[src/rtl/gpi_pkg.sv]
// Shared constants and sizing helpers for the general-purpose input conditioner.
`timescale 1ns/1ps
package gpi_pkg;

  // Cycles per 1 ms debounce tick at 48 MHz.
  localparam int unsigned TICKS_1MS_48MHZ = 48000;

  // The counter must hold DEBOUNCE_TICKS without wrapping.
  function automatic int unsigned cnt_width(input int unsigned ticks);
    return $clog2(ticks + 1);
  endfunction

endpackage

[src/rtl/gpi_debounce_if.sv]
// Pin, level, edge and sticky-event bundle for the GPI debounce block.
`timescale 1ns/1ps
interface gpi_debounce_if #(
  parameter int unsigned N_CH = 1
);
  logic [N_CH-1:0] pin_i;
  logic [N_CH-1:0] evt_clr_i;
  logic [N_CH-1:0] level_o;
  logic [N_CH-1:0] rise_o;
  logic [N_CH-1:0] fall_o;
  logic [N_CH-1:0] evt_o;

  modport master (
    output pin_i,
    output evt_clr_i,
    input  level_o,
    input  rise_o,
    input  fall_o,
    input  evt_o
  );

  modport slave (
    input  pin_i,
    input  evt_clr_i,
    output level_o,
    output rise_o,
    output fall_o,
    output evt_o
  );
endinterface

[src/rtl/gpi_debounce_ch.sv]
// One GPI channel: synchronizer, tick-based stability filter, edge pulses and sticky flag.
`timescale 1ns/1ps
module gpi_debounce_ch
  import gpi_pkg::*;
#(
  parameter int unsigned SYNC_STAGES    = 2,
  parameter int unsigned DEBOUNCE_TICKS = 10,
  parameter logic        INVERT_BIT     = 1'b0,
  parameter logic        RESET_BIT      = 1'b0
) (
  input  logic clk,
  input  logic rst_n,
  input  logic tick,
  input  logic pin,
  input  logic evt_clr,
  output logic level,
  output logic rise,
  output logic fall,
  output logic evt
);

  localparam int unsigned CW = cnt_width(DEBOUNCE_TICKS);

  logic [SYNC_STAGES-1:0] sync_q;
  logic                   sync;
  logic [CW-1:0]          cnt_q, cnt_d;
  logic                   level_q, level_d;
  logic                   rise_q, fall_q;
  logic                   evt_q, evt_d;
  logic                   edge_seen;

  assign sync = sync_q[SYNC_STAGES-1];

  always_comb begin
    level_d = level_q;
    cnt_d   = cnt_q;
    if (sync == level_q) begin
      // Any agreement restarts the window, so short glitches never accumulate.
      cnt_d = '0;
    end else if (tick) begin
      if (cnt_q == CW'(DEBOUNCE_TICKS - 1)) begin
        level_d = sync;
        cnt_d   = '0;
      end else begin
        cnt_d = CW'(cnt_q + 1'b1);
      end
    end
  end

  // An edge arriving with a clear keeps the flag set.
  assign edge_seen = rise_q | fall_q;
  assign evt_d     = (evt_q | edge_seen) & ~(evt_clr & ~edge_seen);

  always_ff @(posedge clk or negedge rst_n) begin
    if (!rst_n) begin
      sync_q  <= {SYNC_STAGES{RESET_BIT}};
      cnt_q   <= '0;
      level_q <= RESET_BIT;
      rise_q  <= 1'b0;
      fall_q  <= 1'b0;
      evt_q   <= 1'b0;
    end else begin
      sync_q  <= {sync_q[SYNC_STAGES-2:0], pin ^ INVERT_BIT};
      cnt_q   <= cnt_d;
      level_q <= level_d;
      rise_q  <= level_d & ~level_q;
      fall_q  <= ~level_d & level_q;
      evt_q   <= evt_d;
    end
  end

  assign level = level_q;
  assign rise  = rise_q;
  assign fall  = fall_q;
  assign evt   = evt_q;

endmodule

[src/rtl/gpi_debounce.sv]
// GPI input conditioner: shared tick prescaler plus N_CH independent debounce channels.
`timescale 1ns/1ps
module gpi_debounce
  import gpi_pkg::*;
#(
  parameter int unsigned      N_CH           = 1,
  parameter int unsigned      SYNC_STAGES    = 2,
  parameter int unsigned      TICK_DIV       = TICKS_1MS_48MHZ,
  parameter int unsigned      DEBOUNCE_TICKS = 10,
  parameter logic [N_CH-1:0]  INVERT         = '0,
  parameter logic [N_CH-1:0]  RESET_LEVEL    = '0
) (
  input  logic           clk,
  input  logic           rst_n,
  gpi_debounce_if.slave  bus
);

  logic tick;

  if (TICK_DIV > 1) begin : g_presc
    localparam int unsigned PW = $clog2(TICK_DIV);
    logic [PW-1:0] presc_q;

    assign tick = (presc_q == PW'(TICK_DIV - 1));

    always_ff @(posedge clk or negedge rst_n) begin
      if (!rst_n) begin
        presc_q <= '0;
      end else if (tick) begin
        presc_q <= '0;
      end else begin
        presc_q <= PW'(presc_q + 1'b1);
      end
    end
  end else begin : g_no_presc
    assign tick = 1'b1;
  end

  for (genvar i = 0; i < int'(N_CH); i++) begin : g_ch
    gpi_debounce_ch #(
      .SYNC_STAGES    (SYNC_STAGES),
      .DEBOUNCE_TICKS (DEBOUNCE_TICKS),
      .INVERT_BIT     (INVERT[i]),
      .RESET_BIT      (RESET_LEVEL[i])
    ) u_ch (
      .clk     (clk),
      .rst_n   (rst_n),
      .tick    (tick),
      .pin     (bus.pin_i[i]),
      .evt_clr (bus.evt_clr_i[i]),
      .level   (bus.level_o[i]),
      .rise    (bus.rise_o[i]),
      .fall    (bus.fall_o[i]),
      .evt     (bus.evt_o[i])
    );
  end

endmodule

[src/flat_wrapper.sv]
// flat-port wrapper written by rule: the top's interface ports become plain ports
module gpi_debounce_flat import gpi_pkg::*;
#(
  parameter int unsigned      N_CH           = 1,
  parameter int unsigned      SYNC_STAGES    = 2,
  parameter int unsigned      TICK_DIV       = TICKS_1MS_48MHZ,
  parameter int unsigned      DEBOUNCE_TICKS = 10,
  parameter logic [N_CH-1:0]  INVERT         = '0,
  parameter logic [N_CH-1:0]  RESET_LEVEL    = '0
)
  (clk, rst_n, bus_pin_i, bus_evt_clr_i, bus_level_o, bus_rise_o, bus_fall_o, bus_evt_o);
  gpi_debounce_if #(.N_CH(N_CH)) bus_i ();
  input  logic clk;
  input  logic rst_n;
  input wire logic [$bits(bus_i.pin_i)-1:0] bus_pin_i;
  input wire logic [$bits(bus_i.evt_clr_i)-1:0] bus_evt_clr_i;
  output wire logic [$bits(bus_i.level_o)-1:0] bus_level_o;
  output wire logic [$bits(bus_i.rise_o)-1:0] bus_rise_o;
  output wire logic [$bits(bus_i.fall_o)-1:0] bus_fall_o;
  output wire logic [$bits(bus_i.evt_o)-1:0] bus_evt_o;
  assign bus_i.pin_i = bus_pin_i;
  assign bus_i.evt_clr_i = bus_evt_clr_i;
  assign bus_level_o = bus_i.level_o;
  assign bus_rise_o = bus_i.rise_o;
  assign bus_fall_o = bus_i.fall_o;
  assign bus_evt_o = bus_i.evt_o;
  gpi_debounce #(.N_CH(N_CH), .SYNC_STAGES(SYNC_STAGES), .TICK_DIV(TICK_DIV), .DEBOUNCE_TICKS(DEBOUNCE_TICKS), .INVERT(INVERT), .RESET_LEVEL(RESET_LEVEL)) u_core (.clk(clk), .rst_n(rst_n), .bus(bus_i));
endmodule
[config.mk]
export PLATFORM = sky130hd
export DESIGN_NAME = gpi_debounce_flat
export DESIGN_NICKNAME = d
export VERILOG_FILES = /design/src/rtl/gpi_pkg.sv /design/src/rtl/gpi_debounce_if.sv /design/src/rtl/gpi_debounce_ch.sv /design/src/rtl/gpi_debounce.sv /design/src/flat_wrapper.sv
export SDC_FILE = /design/constraint.sdc
export NUM_CORES = 1
export LEC_CHECK = 0
export CORE_UTILIZATION = 35
export DETAILED_ROUTE_END_ITERATION = 7
export GPL_ROUTABILITY_DRIVEN = 0
export SYNTH_ARGS = -nofsm -noshare
export SYNTH_HDL_FRONTEND = slang
export SYNTH_HIERARCHICAL = 1
export SYNTH_SLANG_ARGS = --single-unit
[constraint.sdc]
create_clock -name clk -period 2.9 [get_ports clk]
set_clock_uncertainty 0.05 [all_clocks]
set_input_delay 0.58 -clock clk [delete_from_list [all_inputs] [get_ports clk]]
set_output_delay 0.58 -clock clk [all_outputs]
set_load 0.05 [all_outputs]
# Word level (Yosys, flattened, before mapping)
# Index checks and enable logic that the tools add are counted.
[word_totals]
regBits = 26
output_inout_bits = 4
wordCells = 30
[op_classes]
n_addsub = 2
eq_ne = 3
mux = 7
n_bitwise = 10
reduce_logical = 1
[ops]
columns = ["cell", "n"]
rows = [
  ["16-bit by 1-bit adder with 16-bit output, second input constant", 1],
  ["16-bit == test, second input constant", 1],
  ["16-bit 2-to-1 mux", 1],
  ["4-bit 2-to-1 mux", 3],
  ["4-bit by 1-bit adder with 4-bit output, second input constant", 1],
  ["1-bit AND", 4],
  ["4-bit == test, second input constant", 1],
  ["1-bit inverter", 4],
  ["1-bit 2-to-1 mux", 3],
  ["1-bit bitwise OR", 2],
  ["2-bit nonzero test", 1],
  ["1-bit == test", 1],
]

# Logic depth before layout (Yosys ltp)
# Gate-level depths: netlist of the first run.
[depth]
word_depth = 6
mapped_depth = 8
depth_no_buf = 7

# Modules after synthesis
# The synthesis of the first run kept the hierarchy.
[modules_own_cells]
columns = ["module", "instances", "cells_each", "area_each_um2"]
rows = [
  ["gpi_debounce", 1, 73, 804.5],
  ["gpi_debounce_ch", 1, 38, 441.7],
]

# Worst setup path before layout of the first run
# OpenSTA, ideal clock, no wires.
[synth_path]
path_type = "register to register"
from = "register u_core.g_presc.presc_q[0]"
to = "register u_core.g_ch[0].u_ch.cnt_q[2]"
t_arrival_ps = 1923
slack_ps = 852
stages_incl_launch_ff = 9
n_path_buf = 1
synth_period_minus_slack_ps = 2048
path_cell_list = "dfrtp_1 > ha_1 > and4_4 > nand4_4 > nor4_4 > buf_6 > nand2_1 > or3b_1 > a21oi_2"
[synth_between]
elab_chain_len = 2
[synth_rtl]
columns = ["item", "line", "text"]
rows = [
  ["start, declared", "gpi_debounce.sv:22", "logic [PW-1:0] presc_q;"],
  ["start signal, assigned", "gpi_debounce.sv:32", "presc_q <= PW'(presc_q + 1'b1);"],
  ["16-bit == test", "gpi_debounce.sv:24", "assign tick = (presc_q == PW'(TICK_DIV - 1));"],
  ["named net u_core.tick", "gpi_debounce.sv:18", "logic tick;"],
  ["2-bit nonzero test (no source line)", "-", ""],
  ["end signal, assigned", "gpi_debounce_ch.sv:64", "cnt_q <= cnt_d;"],
  ["end, declared", "gpi_debounce_ch.sv:26", "logic [CW-1:0] cnt_q, cnt_d;"],
]
# The timed path passes the listed nets, and every way through them passes these cells.
# A chain may end at the register's enable or synchronous reset.

# Worst setup path after layout of the first run
[layout_path]
from = "register u_core.g_ch[0].u_ch.level_q"
to = "output port bus_level_o"
[layout_lines]
columns = ["item", "line", "text"]
rows = [
  ["start, declared", "gpi_debounce_ch.sv:27", "logic level_q, level_d;"],
  ["start signal, assigned", "gpi_debounce_ch.sv:65", "level_q <= level_d;"],
  ["end, declared", "flat_wrapper.sv:17", "output wire logic [$bits(bus_i.level_o)-1:0] bus_level_o;"],
]
# No word-level cell between the ends.

==> results.json, run 1 <==
{
  "crit_buf_inv": 1,
  "h-tree-depth": 1,
  "fin_util_pct": 42.0,
  "cts_max_path_buffers": 2,
  "max-cap-violations": 0,
  "first_global_vias": 831,
  "path_class": "reg2out",
  "dp_worst_setup_slack_ns": 0.741,
  "finalInstanceArea_um2": 1410,
  "dieHeight_um": 61.7,
  "yosysSeqAreaShare_pct": 52.2,
  "layout.nets": 131,
  "synth_nets": 118,
  "p_int_mw": 0.446,
  "layout_setup_ws_ns": 0.695,
  "arrival_ns": 1.58,
  "hold_path_class": "reg2reg",
  "fin_crit_sh_pct": 76.1,
  "p_comb_share_pct": 2.4,
  "pwr-share-clk_pct": 32.5,
  "num_vias": 835,
  "wl_per_cell_um": 12.2,
  "drive_above_1_share_pct": 11.4,
  "p_seq_share_pct": 65.1,
  "start_util_pct": 37.1,
  "finalSetupTns_ns": 0,
  "io_buffers": 7,
  "synthTopCellsByCount": "26 x dfrtp_1, 15 x nor2_1, 12 x xnor2_1, 7 x nand2_1",
  "route.met2.wl_um": 972,
  "synth-main-ff-cell": "dfrtp_1",
  "yosys_warnings": 6,
  "endpoint_kind": "primary output",
  "clock_latency_ns": 0.32,
  "slowest_delay_ns": 0.83,
  "fin_crit_ns": 2.21,
  "worst_pin_slew_ns": 0.501,
  "grt_max_degree": 27,
  "ys_ff_latch": 26,
  "clock-sinks": 26,
  "syn_to_final_growth_pct": 13.5,
  "crit_fanout": 5,
  "syn_area_um2": 1250,
  "hpwl_mm": 1.46,
  "antenna_found_initial": 0,
  "swShare_pct": 20.5,
  "cp-start-kind": "flop",
  "required_ns": 2.27,
  "antennaDiodeCount": 0,
  "ys_types": 29,
  "cts-root-buf": "clkbuf_4",
  "rsz0062_at_grt": "no",
  "seqCellArea_um2": 651,
  "p_sw_mw": 0.115,
  "n_fill_cell": 341,
  "clk_pin_slew_ns": 0.14,
  "leakagePower_nw": 0.573,
  "firstDrtPassIters": 4,
  "power_mw": 0.561,
  "dpl_cell_area_um2": 1380,
  "routed.top_layer": "met4",
  "synthTopCellsByArea": "dfrtp_1 52%, xnor2_1 8.4%, nor2_1 4.5%, ha_1 3.0%, nand4_1 2.5%",
  "met3_wirelength_um": 82,
  "die_x_um": 61.7,
  "finalSetupViolCount": 0,
  "crit_chain": "clkdlybuf4s50_1",
  "core_um2": 3360,
  "post-route-drc-count": 0,
  "wl_met1_um": 990,
  "cts_tree": "done",
  "ir_drop_v": 0.000226,
  "max-slew-margin-rel_pct": 66.5,
  "synth_edf_count": 0,
  "grt_pass1_wl_mm": 3.75,
  "drtAntennaViolNets": 0,
  "cts_resized": 0,
  "finalHoldViolCount": 0,
  "cpMaxStageDelayCell": "clkdlybuf4s50_1",
  "fmax_ghz": 0.453,
  "yosysTopAreaCell": "dfrtp_1",
  "dieArea_um2": 3800,
  "grt-ovfl-total": 0,
  "routed_via_density": 4.94,
  "synth_area_per_cell_um2": 11.2,
  "postCtsHoldBufs": 0,
  "grt_usage_pct": 13.5,
  "ioPinCount": 8,
  "postCtsSetupRepairBufs": 0,
  "synth.most_common_cell": "dfrtp_1",
  "drtIter0Drc": 12,
  "maxSlewViolCount": 0,
  "power_density_nw_per_um2": 396,
  "wl_mm": 2.06,
  "row_count": 21,
  "multi_input_area_um2": 577,
  "cts_buffers": 3,
  "synth_top_cell_area_share_pct": 52.2,
  "ys_async_sr_fraction_pct": 100,
  "cp_top_family": "buffers and inverters",
  "status": "finished, final reports clean",
  "syn_inst": 111
}
-- path summary, 6_finish.rpt --
path	slack, ns	cells after the start	from	endpoint
setup reg to reg	0.71	7	u_core/g_presc.presc_q[0]$_DFF_PN0_	u_core/g_ch[0].u_ch/cnt_q[2]$_DFFE_PN0P_
max in group asynchronous	2.00	2	rst_n	u_core/g_presc.presc_q[1]$_DFF_PN0_
setup / recovery	0.69	1	u_core/g_ch[0].u_ch/level$_DFF_PN0_	bus_level_o
hold / removal	0.32	0	u_core/g_ch[0].u_ch/sync_q[0]$_DFF_PN0_	u_core/g_ch[0].u_ch/sync_q[1]$_DFF_PN0_
min in group asynchronous	0.56	2	rst_n	u_core/g_presc.presc_q[11]$_DFF_PN0_
hold reg to reg	0.32	0	u_core/g_ch[0].u_ch/sync_q[0]$_DFF_PN0_	u_core/g_ch[0].u_ch/sync_q[1]$_DFF_PN0_
-- power by group through the flow --
stage | Sequential (mW) | Clock (mW) | Combinational [mW]
3_3_place_gp | 0.372 | 0 | 0.0137
4_1_cts | 0.365 | 0.189 | 0.0140
6_report | 0.365 | 0.182 | 0.0132
5_1_grt | 0.365 | 0.208 | 0.0154
2_1_floorplan | 0.372 | 0 | 0.00133
3_5_place_dp | 0.372 | 0 | 0.0139
-- kinds of logic after synthesis --
family,synth area share (%)
flip-flops,52.2
multiplexers,0.904
XOR/XNOR,10.5
buffers and inverters,1.51
AND/OR/NAND/NOR,28.1
adder cells (fa/ha/maj),3.01
AO/OA/AOI/OAI,3.71
-- per-stage QoR --
| step | hold slack [ns] | std cells |
|---|---|---|
| 3_5_place_dp | 0.290 | 165 |
| 4_1_cts | 0.322 | 169 |
| 5_1_grt | 0.337 | 169 |
| 6_report | 0.317 | 169 |
| 2_1_floorplan | 0.234 | 111 |
| 3_3_place_gp | 0.286 | 165 |
-- registers in the layout, summed over array words and instances, names as in the netlist --
name,cells
u_core/g_ch.u_ch/sync_q,2
u_core/g_ch.u_ch/evt,1
u_core/g_ch.u_ch/level,1
u_core/g_presc.presc_q,16
u_core/g_ch.u_ch/rise,1
u_core/g_ch.u_ch/cnt_q,4
u_core/g_ch.u_ch/fall,1
-- final cells by class --
cell class	instances	share of cell area [%]
repair buffers	9	6.02
flip-flops and latches	26	46.0
well taps	46	4.07
clock buffers	4	2.57
multi-input cells	82	40.8
inverters	2	0.531
-- per-layer routing --
metal	track usage [%]	up-vias
met5	0	-
met4	3.49	0
met3	3.78	2
met2	21.5	20
met1	18.1	401
li1	-	412
-- placed cells by master, fill, tap and decap left out, types with 2 or more instances in the layout --
cell type / instances
nor3_1: 3
clkdlybuf4s50_1: 7
nand3b_1: 3
dfrtp_1: 26
nand2b_1: 2
nor2_1: 15
nor3b_1: 2
buf_4: 2
nor4_2: 2
xnor2_1: 12
inv_1: 2
o21ai_0: 3
nand4_1: 5
nand4b_1: 2
clkbuf_4: 3
a21oi_1: 3
ha_1: 3
nand3_1: 5
xor2_1: 3
nand2_1: 7
and2_1: 2
Power figures use the tool's default switching activity.
==> run 2: changes to the inputs <==
clock period = 2.26 ns   (was 2.9 ns; I/O delays follow)
==> run 2 against run 1 <==
- via count is 0.60% lower
- clock power is 74% higher
- first-iteration DRC count is 67% higher
- worst setup slack worse by 0.53 ns
- critical path depth is 7 higher
- critical endpoint is now u_core/g_ch[0].u_ch/cnt_q[3]$_DFFE_PN0P_
- combinational power is 29% higher
- largest cell class unchanged
- global-route usage is 0.21 points higher
- clock-buffer cell count is 1 lower
- non-clock buffer count is 1 higher
==> results.json, run 2 (synthesis results as in run 1) <==
{
  "status": "finished, final reports clean",
  "first_global_vias": 790,
  "dieHeight_um": 61.7,
  "cpMaxStageDelayCell": "dfrtp_1",
  "fmax_ghz": 0.477,
  "worst_pin_slew_ns": 0.499,
  "ir_drop_v": 0.000299,
  "layout_setup_ws_ns": 0.162,
  "r2r-start": "u_core/g_presc.presc_q[0]$_DFF_PN0_",
  "holdPathEnd": "u_core/g_ch[0].u_ch/sync_q[1]$_DFF_PN0_",
  "post-route-drc-count": 0,
  "dpl_cell_area_um2": 1390,
  "row_count": 21,
  "wl_per_cell_um": 12.5,
  "fin_crit_ns": 2.10,
  "fin_util_pct": 42.7,
  "finalNonFillerCells": 170,
  "hold_path.startpoint": "u_core/g_ch[0].u_ch/sync_q[0]$_DFF_PN0_",
  "cts_buffers": 3,
  "cts-root-buf": "clkbuf_4",
  "rrSetupSlack_ns": 0.16,
  "power_mw": 0.803,
  "max-slew-margin-rel_pct": 66.6,
  "grt-ovfl-total": 0,
  "cp-start-kind": "flop",
  "core_um2": 3360,
  "clock_latency_ns": 0.33,
  "hpwl_mm": 1.51,
  "cts_resized": 0,
  "ioPinCount": 8,
  "layout.nets": 132,
  "finalHoldViolCount": 0,
  "postCtsSetupRepairBufs": 0,
  "h-tree-depth": 1,
  "endpoint_kind": "flop",
  "drive_above_1_share_pct": 12.1,
  "dieArea_um2": 3800,
  "antenna_found_initial": 0,
  "maxSlewViolCount": 0,
  "rsz0062_at_grt": "no",
  "top_regs": "u_core/g_presc.presc_q: 16 flops, u_core/g_ch.u_ch/cnt_q: 4 flops, u_core/g_ch.u_ch/sync_q: 2 flops",
  "crit_fanout": 5,
  "hold_path_class": "reg2reg",
  "max-cap-violations": 0,
  "io_buffers": 7,
  "r2r_cells": 8,
  "slowest_delay_ns": 0.44,
  "routed_via_density": 4.88,
  "dp_worst_setup_slack_ns": 0.190,
  "crit_chain": "ha_1, and4_4, nand4_4, nor4_4, buf_4, and4b_1, o21ai_0, a21oi_1",
  "fin_crit_sh_pct": 92.8,
  "grt_usage_pct": 13.7,
  "final_cell_mix": "26 x dfrtp_1, 15 x nor2_1, 12 x xnor2_1, 7 x clkdlybuf4s50_1, 7 x nand2_1",
  "wl_mm": 2.12,
  "cts_tree": "done",
  "syn_to_final_growth_pct": 15.4,
  "num_vias": 830,
  "power_density_nw_per_um2": 558,
  "antennaDiodeCount": 0,
  "clk_pin_slew_ns": 0.14,
  "finalInstanceArea_um2": 1440,
  "drtIter0Drc": 20,
  "drtAntennaViolNets": 0,
  "path_class": "reg2reg",
  "place_inst": 166,
  "start_util_pct": 37.1,
  "crit_buf_inv": 1,
  "hold_ws_ns": 0.325,
  "finalSetupTns_ns": 0,
  "regMostFlops": "u_core/g_presc.presc_q",
  "cp_top_family": "simple AND/OR/NAND/NOR gates",
  "final_common_cell": "dfrtp_1",
  "postCtsHoldBufs": 0,
  "finalSetupViolCount": 0,
  "die_x_um": 61.7,
  "firstDrtPassIters": 4,
  "clock-sinks": 26,
  "hold_depth": 0,
  "largest_reg_flops": 16,
  "leakagePower_nw": 0.585,
  "required_ns": 2.47,
  "grt_max_degree": 27,
  "r2r_end": "u_core/g_ch[0].u_ch/cnt_q[3]$_DFFE_PN0P_",
  "cts_max_path_buffers": 2,
  "grt_pass1_wl_mm": 3.74,
  "arrival_ns": 2.31
}
run 2: worst max path at each step:
stage,end,depth (start not counted),start
6_report,u_core/g_ch[0].u_ch/cnt_q[3]$_DFFE_PN0P_,8,u_core/g_presc.presc_q[0]$_DFF_PN0_
3_5_place_dp,u_core/g_ch[0].u_ch/cnt_q[3]$_DFFE_PN0P_,8,u_core/g_presc.presc_q[0]$_DFF_PN0_
5_1_grt,u_core/g_ch[0].u_ch/cnt_q[3]$_DFFE_PN0P_,8,u_core/g_presc.presc_q[0]$_DFF_PN0_
4_1_cts,bus_level_o,1,u_core/g_ch[0].u_ch/level$_DFF_PN0_
3_3_place_gp,u_core/g_ch[0].u_ch/cnt_q[2]$_DFFE_PN0P_,7,u_core/g_presc.presc_q[0]$_DFF_PN0_
2_1_floorplan,u_core/g_ch[0].u_ch/cnt_q[2]$_DFFE_PN0P_,8,u_core/g_presc.presc_q[0]$_DFF_PN0_
run 2: where the power goes:
group	total, mW	internal, mW	switching (mW)
Sequential	0.468	0.467	0.00130
Combinational	0.0170	0.00644	0.0106
Clock	0.317	0.180	0.138
Total	0.803	0.653	0.150
run 2: per-layer routing:
metal | global-route usage, % | wire length [um]
met3 | 5.04 | 92
met5 | 0 | 0
met4 | 3.81 | 25
met1 | 17.6 | 1030
met2 | 21.8 | 979
run 2: cell type report:
cell class,count,area (um^2)
timing repair buffer,10,92.6
clock inverter,1,30.0
inverter,2,7.51
clock buffer,3,22.5
multi-input combinational,82,577
fill,348,1930
tap,46,57.6
sequential,26,651
==> run 3: changes to the inputs <==
CORE_MARGIN = 2   (was unset)
==> run 3 against run 2 <==
- via count up 2.7%
- sequential power hardly changed
- utilization shrank 0.11 points
- sequential share of layout area decreased by 0.24 points
- largest power group unchanged
- critical path depth is 7 lower
- register-to-register slack improved by 0.02 ns
==> results.json, run 3 (synthesis results as in run 1) <==
{
  "status": "finished, final reports clean",
  "cts-root-buf": "clkbuf_4",
  "first_global_vias": 932,
  "num_vias": 852,
  "cpMaxStageDelayCell": "clkdlybuf4s50_1",
  "power_density_nw_per_um2": 557,
  "dieArea_um2": 4050,
  "leakagePower_nw": 0.591,
  "antennaDiodeCount": 0,
  "finalInstanceArea_um2": 1450,
  "path_class": "reg2out",
  "final_cell_mix": "26 x dfrtp_1, 15 x nor2_1, 12 x xnor2_1, 7 x clkdlybuf4s50_1, 7 x nand2_1",
  "required_ns": 1.76,
  "max-slew-margin-rel_pct": 66.5,
  "rrSetupSlack_ns": 0.18,
  "die_x_um": 63.7,
  "cp-start-kind": "flop",
  "finalSetupTns_ns": 0,
  "regMostFlops": "u_core/g_presc.presc_q",
  "drtAntennaViolNets": 0,
  "fin_util_pct": 42.6,
  "p_sw_mw": 0.153,
  "crit_fanout": 5,
  "start_util_pct": 36.8,
  "crit_buf_inv": 1,
  "p_seq_share_pct": 58.1,
  "firstDrtPassIters": 4,
  "post-route-drc-count": 0,
  "p_comb_share_pct": 2.1,
  "layout_setup_ws_ns": 0.167,
  "top_regs": "u_core/g_presc.presc_q: 16 flops, u_core/g_ch.u_ch/cnt_q: 4 flops, u_core/g_ch.u_ch/sync_q: 2 flops",
  "syn_to_final_growth_pct": 16.0,
  "h-tree-depth": 1,
  "fmax_ghz": 0.478,
  "arrival_ns": 1.59,
  "worst_pin_slew_ns": 0.501,
  "maxSlewViolCount": 0,
  "hold_path_class": "reg2reg",
  "dp_worst_setup_slack_ns": 0.111,
  "grt-ovfl-total": 0,
  "cts_tree": "done",
  "core_um2": 3390,
  "wl_per_cell_um": 13.0,
  "ioPinCount": 8,
  "grt_usage_pct": 12.7,
  "endpoint_kind": "primary output",
  "io_buffers": 7,
  "finalSetupViolCount": 0,
  "cp_top_family": "buffers and inverters",
  "grt_max_degree": 27,
  "rsz0062_at_grt": "no",
  "grt_pass1_wl_mm": 4.07,
  "row_count": 21,
  "routed_via_density": 4.98,
  "hpwl_mm": 1.59,
  "cts_max_path_buffers": 2,
  "clk_pin_slew_ns": 0.14,
  "ir_drop_v": 0.000301,
  "fin_crit_ns": 2.09,
  "postCtsHoldBufs": 0,
  "dieHeight_um": 63.7,
  "final_common_cell": "dfrtp_1",
  "finalHoldViolCount": 0,
  "antenna_found_initial": 0,
  "swShare_pct": 18.9,
  "largest_reg_flops": 16,
  "clock-sinks": 26,
  "p_int_mw": 0.653,
  "drive_above_1_share_pct": 12.8,
  "layout.nets": 133,
  "clock_latency_ns": 0.32,
  "postCtsSetupRepairBufs": 0,
  "dpl_cell_area_um2": 1390,
  "crit_chain": "clkdlybuf4s50_1",
  "wl_mm": 2.22,
  "cts_buffers": 3,
  "drtIter0Drc": 53,
  "slowest_delay_ns": 0.83,
  "fin_crit_sh_pct": 92.6,
  "pwr-share-clk_pct": 39.8,
  "max-cap-violations": 0
}
-- run 3: cell types whose count changed in the layout (fill, tap and decap cells not counted) --
cell and delta:
buf_4 +1
-- run 3: power groups by stage --
stage                     registers (mW)  logic (mW)  clock network [mW]
after floorplan                    0.477     0.00171                   0
after global placement             0.477      0.0176                   0
after detailed placement           0.477      0.0179                   0
after CTS                          0.468      0.0179               0.333
after global routing               0.469      0.0196               0.354
final                              0.468      0.0170               0.320
-- run 3: stage by stage --
step / hold slack, ns / instances / power (mW)
3_5_place_dp: 0.295 / 167 / 0.495
4_1_cts: 0.329 / 171 / 0.819
5_1_grt: 0.337 / 171 / 0.843
6_report: 0.323 / 171 / 0.806
2_1_floorplan: 0.106 / 111 / 0.479
3_3_place_gp: 0.290 / 167 / 0.495
-- run 3: final timing paths --
| kind | from | end | cells past startpoint |
|---|---|---|---|
| min reg2reg | u_core/g_ch[0].u_ch/sync_q[0]$_DFF_PN0_ | u_core/g_ch[0].u_ch/sync_q[1]$_DFF_PN0_ | 0 |
| max reg2reg | u_core/g_presc.presc_q[0]$_DFF_PN0_ | u_core/g_ch[0].u_ch/cnt_q[2]$_DFFE_PN0P_ | 7 |
| min in group asynchronous | rst_n | u_core/g_presc.presc_q[1]$_DFF_PN0_ | 2 |
| max in group asynchronous | rst_n | u_core/g_presc.presc_q[14]$_DFF_PN0_ | 2 |
| max | u_core/g_ch[0].u_ch/level$_DFF_PN0_ | bus_level_o | 1 |
| min | u_core/g_ch[0].u_ch/sync_q[0]$_DFF_PN0_ | u_core/g_ch[0].u_ch/sync_q[1]$_DFF_PN0_ | 0 |
-- run 3: cell type report --
type | count | area [um^2]
inverters | 2 | 7.51
multi-input cells | 82 | 577
repair buffers | 11 | 100
clock inverters | 1 | 30.0
fillers | 314 | 1940
flip-flops and latches | 26 | 651
well taps | 46 | 57.6
clock buffers | 3 | 22.5
-- run 3: timing repair --
| action | CTS | global route |
|---|---|---|
| hold endpoints to repair | 0 | 0 |
| resized for setup | 0 | 0 |
| endpoints found under the setup margin | 0 | 2 |
-- run 3: routing by layer --
layer / vias to the layer above / share of wire [%] / GRT usage [%] / wire [um]
met5: - / 0 / 0 / 0
met4: 0 / 0.50 / 4.08 / 11
met3: 2 / 2.7 / 3.93 / 60
met2: 9 / 49 / 21.2 / 1080
met1: 428 / 48 / 15.7 / 1070
li1: 413 / - / - / -
==> edit: new RTL, config.mk and constraints of run 2 <==
`INVERT` is set to '0 in 2 places; all go to 1.
--- a/src/rtl/gpi_debounce.sv
+++ b/src/rtl/gpi_debounce.sv
@@ -7,7 +7,7 @@
   parameter int unsigned      SYNC_STAGES    = 2,
   parameter int unsigned      TICK_DIV       = TICKS_1MS_48MHZ,
   parameter int unsigned      DEBOUNCE_TICKS = 10,
-  parameter logic [N_CH-1:0]  INVERT         = '0,
+  parameter logic [N_CH-1:0]  INVERT         = 1,
   parameter logic [N_CH-1:0]  RESET_LEVEL    = '0
 ) (
   input  logic           clk,
--- a/src/flat_wrapper.sv
+++ b/src/flat_wrapper.sv
@@ -5,7 +5,7 @@
   parameter int unsigned      SYNC_STAGES    = 2,
   parameter int unsigned      TICK_DIV       = TICKS_1MS_48MHZ,
   parameter int unsigned      DEBOUNCE_TICKS = 10,
-  parameter logic [N_CH-1:0]  INVERT         = '0,
+  parameter logic [N_CH-1:0]  INVERT         = 1,
   parameter logic [N_CH-1:0]  RESET_LEVEL    = '0
 )
   (clk, rst_n, bus_pin_i, bus_evt_clr_i, bus_level_o, bus_rise_o, bus_fall_o, bus_evt_o);
Formal check against the unedited RTL: same outputs for any inputs over 10 cycles, from zero or initial values and one cycle with rst_n low; that may be too few to reach the edited logic, so the function may still have changed.
==> edit against run 2 <==
Setup slack worse by 3.7 ps; first-iteration DRC count increased by 25%; final area down 1.8%; maximum frequency shrank 0.18%; area after synthesis is 0.30% higher; global-route usage down 0.95 points; sequential cell count unchanged; power fell by 17%; wire length is 3.4% lower; count of clock-buffer cells in the layout did not move.
==> edit: results (changes against run 2) <==
final net count=133 (+0.76%); Via density=4.86 (-0.48%); total track usage=12.8% (-0.95 points); first-pass GRT wire length=3510 um (-6.1%); Final Total Pwr=668 uW (-17%); Adder-Cell Fraction of Synth Area=3.00% (-0.0090 points); reg-to-reg endpoint=u_core/g_ch[0].u_ch/cnt_q[2]; DRC marker count from the first detailed-route iteration=25 (+25%); WL met1=1040 um (+1.6%); cells on worst reg2reg path=7 (-1); DP Area=0.00139 mm2 (+0.27%); Worst Tran Pin Value=496 ps (-2.45 ps); Max IR drop VDD=0.245 mV (-18%); Mapped Nets=119 (+0.85%); Clock group=182 uW (-43%); NetSw=132 uW (-12%); met1 usage=18.1% (+0.58 points); leakage=0.000576 uW (-1.5%); Comb group=17.4 uW (+2%); vias post-DR=826 (-0.48%); CP arrival=2290 ps (-20 ps); DP Wirelength=1460 um (-3.3%); status=complete, no violations; slowest CP cell=dfrtp_1; met3 Track Usage GR=2.48% (-2.6 points); WL met3=40 um (-57%); layout cells sized above 1=11.3% (-0.81 points); dpl ws=163 ps (-26.6 ps); FILL cells=330 (-5.2%); port bufs=7 (unchanged); Placed Cells=167 (+0.60%); Compound-Gate Fraction of Synth Area=3.70% (-0.011 points); Hold WS=323 ps (-2.01 ps); first-pass detailed-route iteration total=4 (unchanged); sequential area share after synthesis=52.1% (-0.16 points); DR WL met2=947 um (-3.3%); vias in the first global route=772 (-2.3%); XOR/XNOR Fraction of Synth Area=10.5% (-0.032 points); post-synthesis mux area share=0.901% (-0.0027 points)
## edit: layout make-up
class                   instances  area (um2)  area share [%]
clock buffers                   3        22.5            1.60
inverters                       3        11.3           0.798
well taps                      46        57.6            4.08
repair buffers                 10        92.6            6.56
flip-flops and latches         26         651            46.1
multi-input cells              82         577            40.9
## edit: worst max path at each step
stage | cells past startpoint | from | to | slack [ps]
final | 7 | u_core/g_presc.presc_q[0] | u_core/g_ch[0].u_ch/cnt_q[2] | 160
after global routing | 7 | u_core/g_presc.presc_q[0] | u_core/g_ch[0].u_ch/cnt_q[2] | 2
after CTS | 7 | u_core/g_presc.presc_q[0] | u_core/g_ch[0].u_ch/cnt_q[2] | 130
after detailed placement | 7 | u_core/g_presc.presc_q[0] | u_core/g_ch[0].u_ch/cnt_q[2] | 160
after global placement | 7 | u_core/g_presc.presc_q[0] | u_core/g_ch[0].u_ch/cnt_q[2] | 260
after floorplan | 8 | u_core/g_presc.presc_q[0] | u_core/g_ch[0].u_ch/cnt_q[2] | 210
